$ cat src/rtl/multiplier_pkg.sv
// Shared definitions for the Booth multiplier control FSM and its datapath.
// Holds the FSM state encoding, the width of the state bus and the Booth
// pair codes, plus a tiny decode helper so both sides agree on what a
// {q[0], q_m1} pair means.
package multiplier_pkg;

   localparam int STATE_W = 2;

   typedef enum logic [STATE_W-1:0] {
      IDLE = 2'b00,
      EXEC = 2'b01,
      DONE = 2'b10
   } mulStateT;

   typedef enum logic [1:0] {
      BOOTH_NOP = 2'b00,
      BOOTH_ADD = 2'b01,
      BOOTH_SUB = 2'b10
   } boothOpT;

   // Radix-2 Booth recoding: 01 ends a run of ones (add), 10 starts one
   // (subtract), 00 and 11 are inside a run and need no arithmetic.
   function automatic boothOpT boothDecode(input logic qLsb, input logic qPrev);
      case ({qLsb, qPrev})
         2'b01:   return BOOTH_ADD;
         2'b10:   return BOOTH_SUB;
         default: return BOOTH_NOP;
      endcase
   endfunction

endpackage

$ cat src/rtl/multiplier_booth_step.sv
// One combinational radix-2 Booth iteration.
// Ports:
//   acc      - current upper half of the partial product
//   q        - current lower half (remaining multiplier bits)
//   qM1      - Booth history bit
//   mcand    - latched multiplicand
//   accNext  - upper half after add/sub and arithmetic shift
//   qNext    - lower half after the shift
//   qM1Next  - history bit after the shift (old q[0])
module multiplier_booth_step
   import multiplier_pkg::*;
#(
   parameter int WIDTH = 64
) (
   input  logic [WIDTH-1:0] acc,
   input  logic [WIDTH-1:0] q,
   input  logic             qM1,
   input  logic [WIDTH-1:0] mcand,
   output logic [WIDTH-1:0] accNext,
   output logic [WIDTH-1:0] qNext,
   output logic             qM1Next
);

   logic [WIDTH:0] accExt;
   logic [WIDTH:0] mcandExt;
   logic [WIDTH:0] sum;
   boothOpT        op;

   // The add/subtract runs one bit wider than the operands so that
   // subtracting the most-negative multiplicand cannot overflow; the extra
   // sign bit then falls naturally into acc through the arithmetic shift.
   always_comb begin
      accExt   = {acc[WIDTH-1], acc};
      mcandExt = {mcand[WIDTH-1], mcand};
      op       = boothDecode(q[0], qM1);
      sum      = accExt;
      case (op)
         BOOTH_ADD: sum = accExt + mcandExt;
         BOOTH_SUB: sum = accExt - mcandExt;
         default:   sum = accExt;
      endcase
      accNext = sum[WIDTH:1];
      qNext   = {sum[0], q[WIDTH-1:1]};
      qM1Next = q[0];
   end

endmodule

$ cat src/rtl/multiplier_datapath.sv
// Radix-2 Booth signed multiplier datapath, slaved to the IDLE/EXEC/DONE
// control FSM. One Booth step is taken per EXEC cycle; the product is
// published only on completion and held while the FSM sits in DONE.
// Ports:
//   clk          - system clock, rising edge
//   reset        - synchronous active-high reset
//   state        - FSM state (IDLE/EXEC/DONE, 2'b11 illegal)
//   op_start     - start strobe (loads operands in IDLE)
//   op_clear     - clear strobe (aborts in EXEC, drops result in DONE)
//   multiplicand - signed operand A, sampled at load
//   multiplier   - signed operand B, sampled at load
//   op_done      - single-cycle pulse, product complete
//   result       - signed 2*WIDTH product, valid while state==DONE
module multiplier_datapath
   import multiplier_pkg::*;
#(
   parameter int WIDTH = 64
) (
   input  logic                 clk,
   input  logic                 reset,
   input  logic [STATE_W-1:0]   state,
   input  logic                 op_start,
   input  logic                 op_clear,
   input  logic [WIDTH-1:0]     multiplicand,
   input  logic [WIDTH-1:0]     multiplier,
   output logic                 op_done,
   output logic [2*WIDTH-1:0]   result
);

   localparam int CNT_W = $clog2(WIDTH);
   localparam logic [CNT_W-1:0] LAST_STEP = CNT_W'(WIDTH - 1);

   logic [WIDTH-1:0] acc;
   logic [WIDTH-1:0] q;
   logic             qM1;
   logic [WIDTH-1:0] mcand;
   logic [CNT_W-1:0] cnt;
   logic             fin;

   logic [WIDTH-1:0] accNext;
   logic [WIDTH-1:0] qNext;
   logic             qM1Next;

   multiplier_booth_step #(
      .WIDTH (WIDTH)
   ) boothStep (
      .acc     (acc),
      .q       (q),
      .qM1     (qM1),
      .mcand   (mcand),
      .accNext (accNext),
      .qNext   (qNext),
      .qM1Next (qM1Next)
   );

   // All datapath registers. op_done defaults low every cycle so it can
   // only ever be a one-cycle pulse, raised by the final Booth step while
   // the FSM is still in EXEC; by the time the FSM reaches DONE it has
   // already fallen, so the FSM never sees a stale completion there.
   // result is touched only by load, completion, clear and reset so the
   // outside world never sees a partial product.
   always_ff @(posedge clk) begin
      if (reset) begin
         acc     <= '0;
         q       <= '0;
         qM1     <= 1'b0;
         mcand   <= '0;
         cnt     <= '0;
         fin     <= 1'b0;
         op_done <= 1'b0;
         result  <= '0;
      end else begin
         op_done <= 1'b0;
         case (state)
            IDLE: begin
               if (op_start) begin
                  acc    <= '0;
                  q      <= multiplier;
                  qM1    <= 1'b0;
                  mcand  <= multiplicand;
                  cnt    <= '0;
                  fin    <= 1'b0;
                  result <= '0;
               end
            end
            EXEC: begin
               if (op_clear) begin
                  cnt    <= '0;
                  fin    <= 1'b0;
                  result <= '0;
               end else if (!fin) begin
                  acc <= accNext;
                  q   <= qNext;
                  qM1 <= qM1Next;
                  cnt <= cnt + 1'b1;
                  if (cnt == LAST_STEP) begin
                     fin     <= 1'b1;
                     op_done <= 1'b1;
                     result  <= {accNext, qNext};
                  end
               end
            end
            DONE: begin
               if (op_clear) begin
                  result <= '0;
                  fin    <= 1'b0;
               end
            end
            default: begin
            end
         endcase
      end
   end

endmodule

$ cat config.mk
export PLATFORM = sky130hd
export DESIGN_NAME = multiplier_datapath
export DESIGN_NICKNAME = d
export VERILOG_FILES = /design/src/rtl/multiplier_pkg.sv /design/src/rtl/multiplier_booth_step.sv /design/src/rtl/multiplier_datapath.sv
export SDC_FILE = /design/constraint.sdc
export NUM_CORES = 1
export LEC_CHECK = 0
export CAP_MARGIN = 20
export CORE_ASPECT_RATIO = 2
export CORE_MARGIN = 3
export CORE_UTILIZATION = 57
export CTS_CLUSTER_DIAMETER = 150
export CTS_CLUSTER_SIZE = 40
export DETAILED_ROUTE_END_ITERATION = 16
export PLACE_DENSITY = 0.91
export SETUP_SLACK_MARGIN = 0.1
export SYNTH_ARGS = -nofsm -noshare
export SYNTH_HDL_FRONTEND = slang
export SYNTH_SLANG_ARGS = --single-unit
$ cat constraint.sdc
create_clock -name clk -period 6.8 [get_ports clk]
set_input_delay 1.36 -clock clk [delete_from_list [all_inputs] [get_ports clk]]
set_output_delay 1.36 -clock clk [all_outputs]
set_load 0.05 [all_outputs]
# [After elaboration in Yosys (flattened, before gate mapping)]
# Index checks and enable logic that the tools add are counted.
[word_totals] register_bits=329 latchBits=0 ramBits=0 rom_bits=0 in_bits=134 out_inout_bits=129 elab_cells=63 n_memories=0
[classes] add_sub_neg=3 n_mul=0 div=0 order_cmp=0 n_eq_ne=13 n_shift=0 n_mux=29 n_bitwise=1 n_reduce_logical=9
[op_table] op="128-bit two-way mux" n=5
[op_table] op="64-bit two-way mux" n=6
[op_table] op="128-bit case mux with 3 select lines" n=1
[op_table] op="64-bit case mux with 2 select lines" n=2
[op_table] op="65-bit case mux with 2 select lines" n=1
[op_table] op="64-bit by 64-bit adder with 65-bit output" n=1
[op_table] op="64-bit by 64-bit subtractor with 65-bit output" n=1
[op_table] op="6-bit two-way mux" n=3
[op_table] op="6-bit case mux with 2 select lines" n=1
[op_table] op="2-bit != test (second input constant)" n=4
[op_table] op="1-bit two-way mux" n=7
[op_table] op="6-bit by 1-bit adder with 6-bit output (second input constant)" n=1
[op_table] op="2-bit by 1-bit equality test with 1-bit output (second input constant)" n=3
[op_table] op="2-bit equality test (second input constant)" n=3
[op_table] op="6-bit equality test (second input constant)" n=1
[op_table] op="3-bit != test (second input constant)" n=2
[op_table] op="3-bit AND reduction" n=2
[op_table] op="5-bit AND reduction" n=1
[op_table] op="2-bit case mux with 2 select lines" n=1
[op_table] op="4-bit AND reduction" n=1
[op_table] op="4-bit OR reduction" n=1
[op_table] op="1-bit case mux with 3 select lines" n=1
[op_table] op="3-bit nonzero test" n=1
[op_table] op="2-bit logical NOT" n=1
[op_table] op="4 further kinds" n=4

# [Longest topological paths before layout]
[logic_depth] word_depth=8 depth_mapped=24 mapped_depth_nobuf=23

# [Hierarchy]
# A second synthesis with hierarchy kept.
[hier_totals] hier_cells=2811 hier_area_um2=20991.4
[modules_own_cells] mod="multiplier_datapath" instances=1 cells_each=1769 area_each_um2=14431.3 seq_area_each_um2=6586.3
[modules_own_cells] mod="multiplier_booth_step" instances=1 cells_each=1042 area_each_um2=6560.0 seq_area_each_um2=0.0

# [Worst setup path before layout]
# Ideal clock, no wire load.
[synth_timing] path_kind="reg2reg" startpoint="reg mcand[6]" endpoint="reg result[124]" setup_ns=0.127 arrival_time_ns=4.576 path_slack_ns=2.096 stages_incl_launch_ff=22 n_path_buf=1 synth_period_minus_slack_ns=4.704 path_cell_list="dfxtp_1 > or4_4 > nor4b_4 > and4_4 > and2_1 > nand2_1 > nor3b_2 > a21oi_1 > xnor2_1 > ha_1 > clkbuf_1 > a21oi_1 > o21bai_1 > a21oi_1 > o21ai_0 > a21o_1 > a221o_1 > a221o_1 > a21oi_1 > o311ai_0 > a221oi_2 > o21ai_0"
[synth_via] elab_chain_len=6
[synth_rtl] element="from (decl)" line="multiplier_datapath.sv:36" text="logic [WIDTH-1:0] mcand;"
[synth_rtl] element="from (signal assigned)" line="multiplier_datapath.sv:80" text="mcand <= multiplicand;"
[synth_rtl] element="64-bit by 64-bit subtractor with 65-bit output / 64-bit by 64-bit adder with 65-bit output (equally long branches)" line="multiplier_booth_step.sv:39, multiplier_booth_step.sv:38"
[synth_rtl] element="65-bit case mux with 2 select lines (*)" line="multiplier_booth_step.sv:37" text="case (op)"
[synth_rtl] element="128-bit two-way mux (*)" line="multiplier_datapath.sv:96" text="if (cnt == LAST_STEP) begin"
[synth_rtl] element="128-bit two-way mux (*)" line="multiplier_datapath.sv:91" text="end else if (!fin) begin"
[synth_rtl] element="128-bit two-way mux (*)" line="multiplier_datapath.sv:87" text="if (op_clear) begin"
[synth_rtl] element="128-bit case mux with 3 select lines (*)" line="multiplier_datapath.sv:74" text="case (state)"
[synth_rtl] element="to (signal assigned)" line="multiplier_datapath.sv:99" text="result <= {accNext, qNext};"
[synth_rtl] element="to (decl)" line="multiplier_datapath.sv:27" text="output logic [2*WIDTH-1:0] result"
# Every way passes the cells marked *; elsewhere a longest branch is shown, timed or not. The select of a mux whose other input is x is not followed.
# A chain may end at the register's enable or synchronous reset.

# [Final worst setup path]
[layout_timing] startpoint="reg mcand[22]" endpoint="reg acc[60]"
[layout_via] elab_chain_len=5
[layout_rtl] element="64-bit by 64-bit subtractor with 65-bit output / 64-bit by 64-bit adder with 65-bit output (equally long branches)" line="multiplier_booth_step.sv:39, multiplier_booth_step.sv:38"
[layout_rtl] element="65-bit case mux with 2 select lines (*)" line="multiplier_booth_step.sv:37"
[layout_rtl] element="64-bit two-way mux (*)" line="multiplier_datapath.sv:91"
[layout_rtl] element="64-bit two-way mux (*)" line="multiplier_datapath.sv:87"
[layout_rtl] element="64-bit case mux with 2 select lines (*)" line="multiplier_datapath.sv:74"
[layout_rtl] element="to (signal assigned)" line="multiplier_datapath.sv:92" text="acc <= accNext;"
[layout_rtl] element="to (decl)" line="multiplier_datapath.sv:33" text="logic [WIDTH-1:0] acc;"
# Marked as above.

==> results_dict.tcl <==
set metrics [dict create \
    initial_core_utilization_pct 57.77 \
    design.portCount 263 \
    post_cts.resized_instances 0 \
    die_span_y_um 253.3 \
    antenna_violations_before_repair 1 \
    final-instance-count-excl-fill 2640 \
    fillerInstances 2470 \
    multiInputGateArea_um2 10170 \
    dieArea_um2 32850 \
    timing.max_slew.rel_slack_pct 16.70 \
    dominantRegCellSynth "sky130_fd_sc_hd__dfxtp_1" \
    status "completed" \
    cts-htree-levels 1 \
    post-synth-top-count-cell "sky130_fd_sc_hd__dfxtp_1" \
    all_layer_global_routing_usage_pct 34.07 \
    placeableCoreArea_um2 30180 \
    synth.ff_latch_count 329 \
    setup.worst_path.class "reg2reg" \
    buffers_from_clock_root_to_sink_at_most 3 \
    detailed_place.area_um2 20120 \
    drcViolationCount 0 \
    crit_arrival_ns 6.09 \
    post_synth_fa_ha_maj_area_fraction_pct 4.923 \
    post-synth-top-area-cell "sky130_fd_sc_hd__dfxtp_1" \
    grt_pass1_vias 16850 \
    postSynthCellCount 2126 \
    max_cap_violations 0 \
    tritoncts "yes" \
    synth.cells.most_frequent "sky130_fd_sc_hd__dfxtp_1 (329), sky130_fd_sc_hd__nand2_1 (311), sky130_fd_sc_hd__a21oi_1 (222), sky130_fd_sc_hd__nor2_1 (193), sky130_fd_sc_hd__clkbuf_1 (128)" \
    grt_max_degree 89 \
    netlist-cell-type-count 85 \
    preCtsSetupSlack_ns 1.247 \
    timing_max_transition_violations_final 0 \
    final_period_minus_worst_setup_slack_ns 5.685 \
    final_layout_size_suffix_gt1_share_pct 3.258 \
    detailedRoute.firstIterationViolations 1218 \
    routabilityCongestion 1.000 \
    setup_total_negative_slack_ns 0 \
    postSynthAreaPerCell_um2 8.201 \
    detail_route.wirelength_um 57700 \
    flow.area_growth_from_synthesis_pct 17.47 \
    synth_xor_area_share_pct 6.279 \
    worstHoldPathType "reg2reg" \
    cell_chain_of_the_critical_path "or4_1 -> nor4_4 -> and4_4 -> and2_1 -> nand2_1 -> nor3b_2 -> a21oi_1 -> xnor2_1 -> ha_1 -> a21oi_1 -> o21bai_1 -> a21oi_1 -> o21ai_0 -> a21o_1 -> a221o_1 -> a221o_1 -> a21oi_1 -> o311ai_0 -> a221oi_2 -> o21ai_1" \
    end_kind "flop" \
    worst_margin_slew_ns 1.245 \
    clock-sinks 329 \
    wire_per_inst_um 21.86 \
    yosys_warnings 0 \
    timing.critical_path.from_type "flop" \
    syn-cell-area_um2 17440 \
    fp.dieW_um 129.7 \
    core_rows 90 \
    power_density_nw_per_um2 196.4 \
    synth_compound_area_share_pct 24.98 \
    critical-path-slowest-cell "sky130_fd_sc_hd__or4_1" \
    postCtsHoldBufs 0 \
    timing.critical_path.buf_inv 0 \
    fin_nets 2473 \
    power.ir.vdd_worst_v 0.0001834 \
    dpl_wire_length_um 42680 \
    worst_path_largest_cell_delay_ns 0.64 \
    worstSkewPairLatency_ns 0.52 \
    tritoncts.num_buffers 12 \
    postSynth.asyncResetShare_pct 0 \
    final.hold.worst_slack_ns 0.4686 \
    wire_length_of_the_first_global_routing_pass_um 88930 \
    finalHoldViolCount 0 \
    fin_crit_sh_pct 83.60 \
    number_of_enable_type_register_cells_in_the_synthesized_netlist 0 \
    report.final.setup_viol 0 \
    rsz_0062_raised_after_global_routing "no" \
    synth.yosys.seq_area_share_pct 37.78 \
    antenna_left 0 \
    synth_nets 2328 \
    worst_setup_hold_path_clk_slew_ns 0.15 \
    port_buffers 262 \
    worstPathRequired_ns 7.20 \
    cts_root_buffer "sky130_fd_sc_hd__clkbuf_16" \
    synth_top_cell_area_share_pct 37.78 \
    final_design_area_no_fill_um2 20480 \
    post_synth_mux_area_share_pct 4.499 \
    pleak_nw 7.742 \
    fin_worst_skew_ns 0.04643 \
    path_common_cell "sky130_fd_sc_hd__a21oi_1" \
    viasPerCell 6.320 \
    yosys.area_share.simple_pct 17.45 \
    place_inst 2625 \
    timing.fmax_mhz 175.9 \
    globalRoute.totalOverflow 0 \
    postCtsSetupBuffers 0 \
    regArea_um2 6586 \
    worst_setup_slack_after_layout_ns 1.115 \
    maximum_fanout_encountered_on_the_critical_timing_path 7 \
    detailroute.via_count 16690 \
    synth.area.top_cells "sky130_fd_sc_hd__dfxtp_1 (38%), sky130_fd_sc_hd__nand2_1 (6.7%), sky130_fd_sc_hd__a21oi_1 (6.4%), sky130_fd_sc_hd__xnor2_1 (4.9%), sky130_fd_sc_hd__ha_1 (4.8%)" \
    detail_route.first_pass.iterations 5 \
    synth_top_family_by_area "compound AO/OA/AOI/OAI gates" \
    timing.critical_path.max_delay_family "compound AO/OA/AOI/OAI gates" \
]
## area by class of cell
type                       count  area share, %
tap                          368          2.248
inverter                      41         0.7514
clock buffer                  13          1.588
timing repair buffer         278          13.46
clock inverter                 1         0.1466
sequential                   329          32.16
multi-input combinational   1609          49.64
antenna                        1        0.01222
## kinds of logic (layout without fill, tap and decap cells)
kind of cell,after synthesis,after routing
XOR/XNOR,125,125
AO/OA/AOI/OAI,663,663
buffers and inverters,188,333
flip-flops,329,329
adder cells (fa/ha/maj),68,68
other,0,1
multiplexers,78,78
AND/OR/NAND/NOR,675,675
## layout by cell type (no fill, tap or decap), types with 20 or more instances in the layout
cell type,n
sky130_fd_sc_hd__nor3_1,33
sky130_fd_sc_hd__nand4_1,24
sky130_fd_sc_hd__a21oi_1,222
sky130_fd_sc_hd__xor2_1,27
sky130_fd_sc_hd__a22o_1,85
sky130_fd_sc_hd__inv_1,38
sky130_fd_sc_hd__ha_1,66
sky130_fd_sc_hd__nand2_1,310
sky130_fd_sc_hd__clkdlybuf4s50_1,261
sky130_fd_sc_hd__dfxtp_1,329
sky130_fd_sc_hd__o21ai_0,109
sky130_fd_sc_hd__nand3_1,20
sky130_fd_sc_hd__a21o_1,27
sky130_fd_sc_hd__mux2i_1,75
sky130_fd_sc_hd__xnor2_1,98
sky130_fd_sc_hd__nor2_1,192
sky130_fd_sc_hd__a211oi_1,69
## where the power goes
part / switching [mW] / internal [mW] / total, mW / leakage (nW)
clock network: 0.602 / 0.357 / 0.958 / 0.172
logic: 0.632 / 0.408 / 1.04 / 4.90
registers: 0.0486 / 1.98 / 2.02 / 2.67
total: 1.28 / 2.74 / 4.02 / 7.74
## flip-flops by register name, indices dropped and copies added (netlist names)
name,count
op_done,1
result,128
mcand,64
q,64
fin,1
acc,64
cnt,6
qM1,1
## stage by stage
stage,total power [mW],util (%)
3_5_place_dp,3.086,66.68
6_report,4.023,67.86
4_1_cts,4.028,67.86
3_3_place_gp,3.066,66.68
2_1_floorplan,2.783,-
5_1_grt,4.193,67.86
## worst reg2reg max path: cells and delay by family, from the launching register on
family	cells	cell delay, ns
flops	1	0.40
xor+xnor	1	0.16
fa+ha+maj	1	0.39
simple gates	6	2.14
compound gates	12	2.45
## worst paths after layout
path	startpoint	end	slack (ns)	depth (start not counted)
setup / recovery	mcand[22]	acc[60]	1.12	20
setup reg to reg	mcand[22]	acc[60]	1.12	20
hold / removal	result[92]	result[92]	0.47	2
hold reg to reg	result[92]	result[92]	0.47	2
## routing by layer
layer | vias up | track usage (%) | share of wire (%)
met4 | 0 | 22.44 | 7.7
li1 | 7864 | - | -
met5 | - | 0 | 0
met1 | 7898 | 34.67 | 34
met3 | 224 | 4.898 | 5.6
met2 | 700 | 62.83 | 53
No activity file was read; power rests on OpenSTA's default activity.
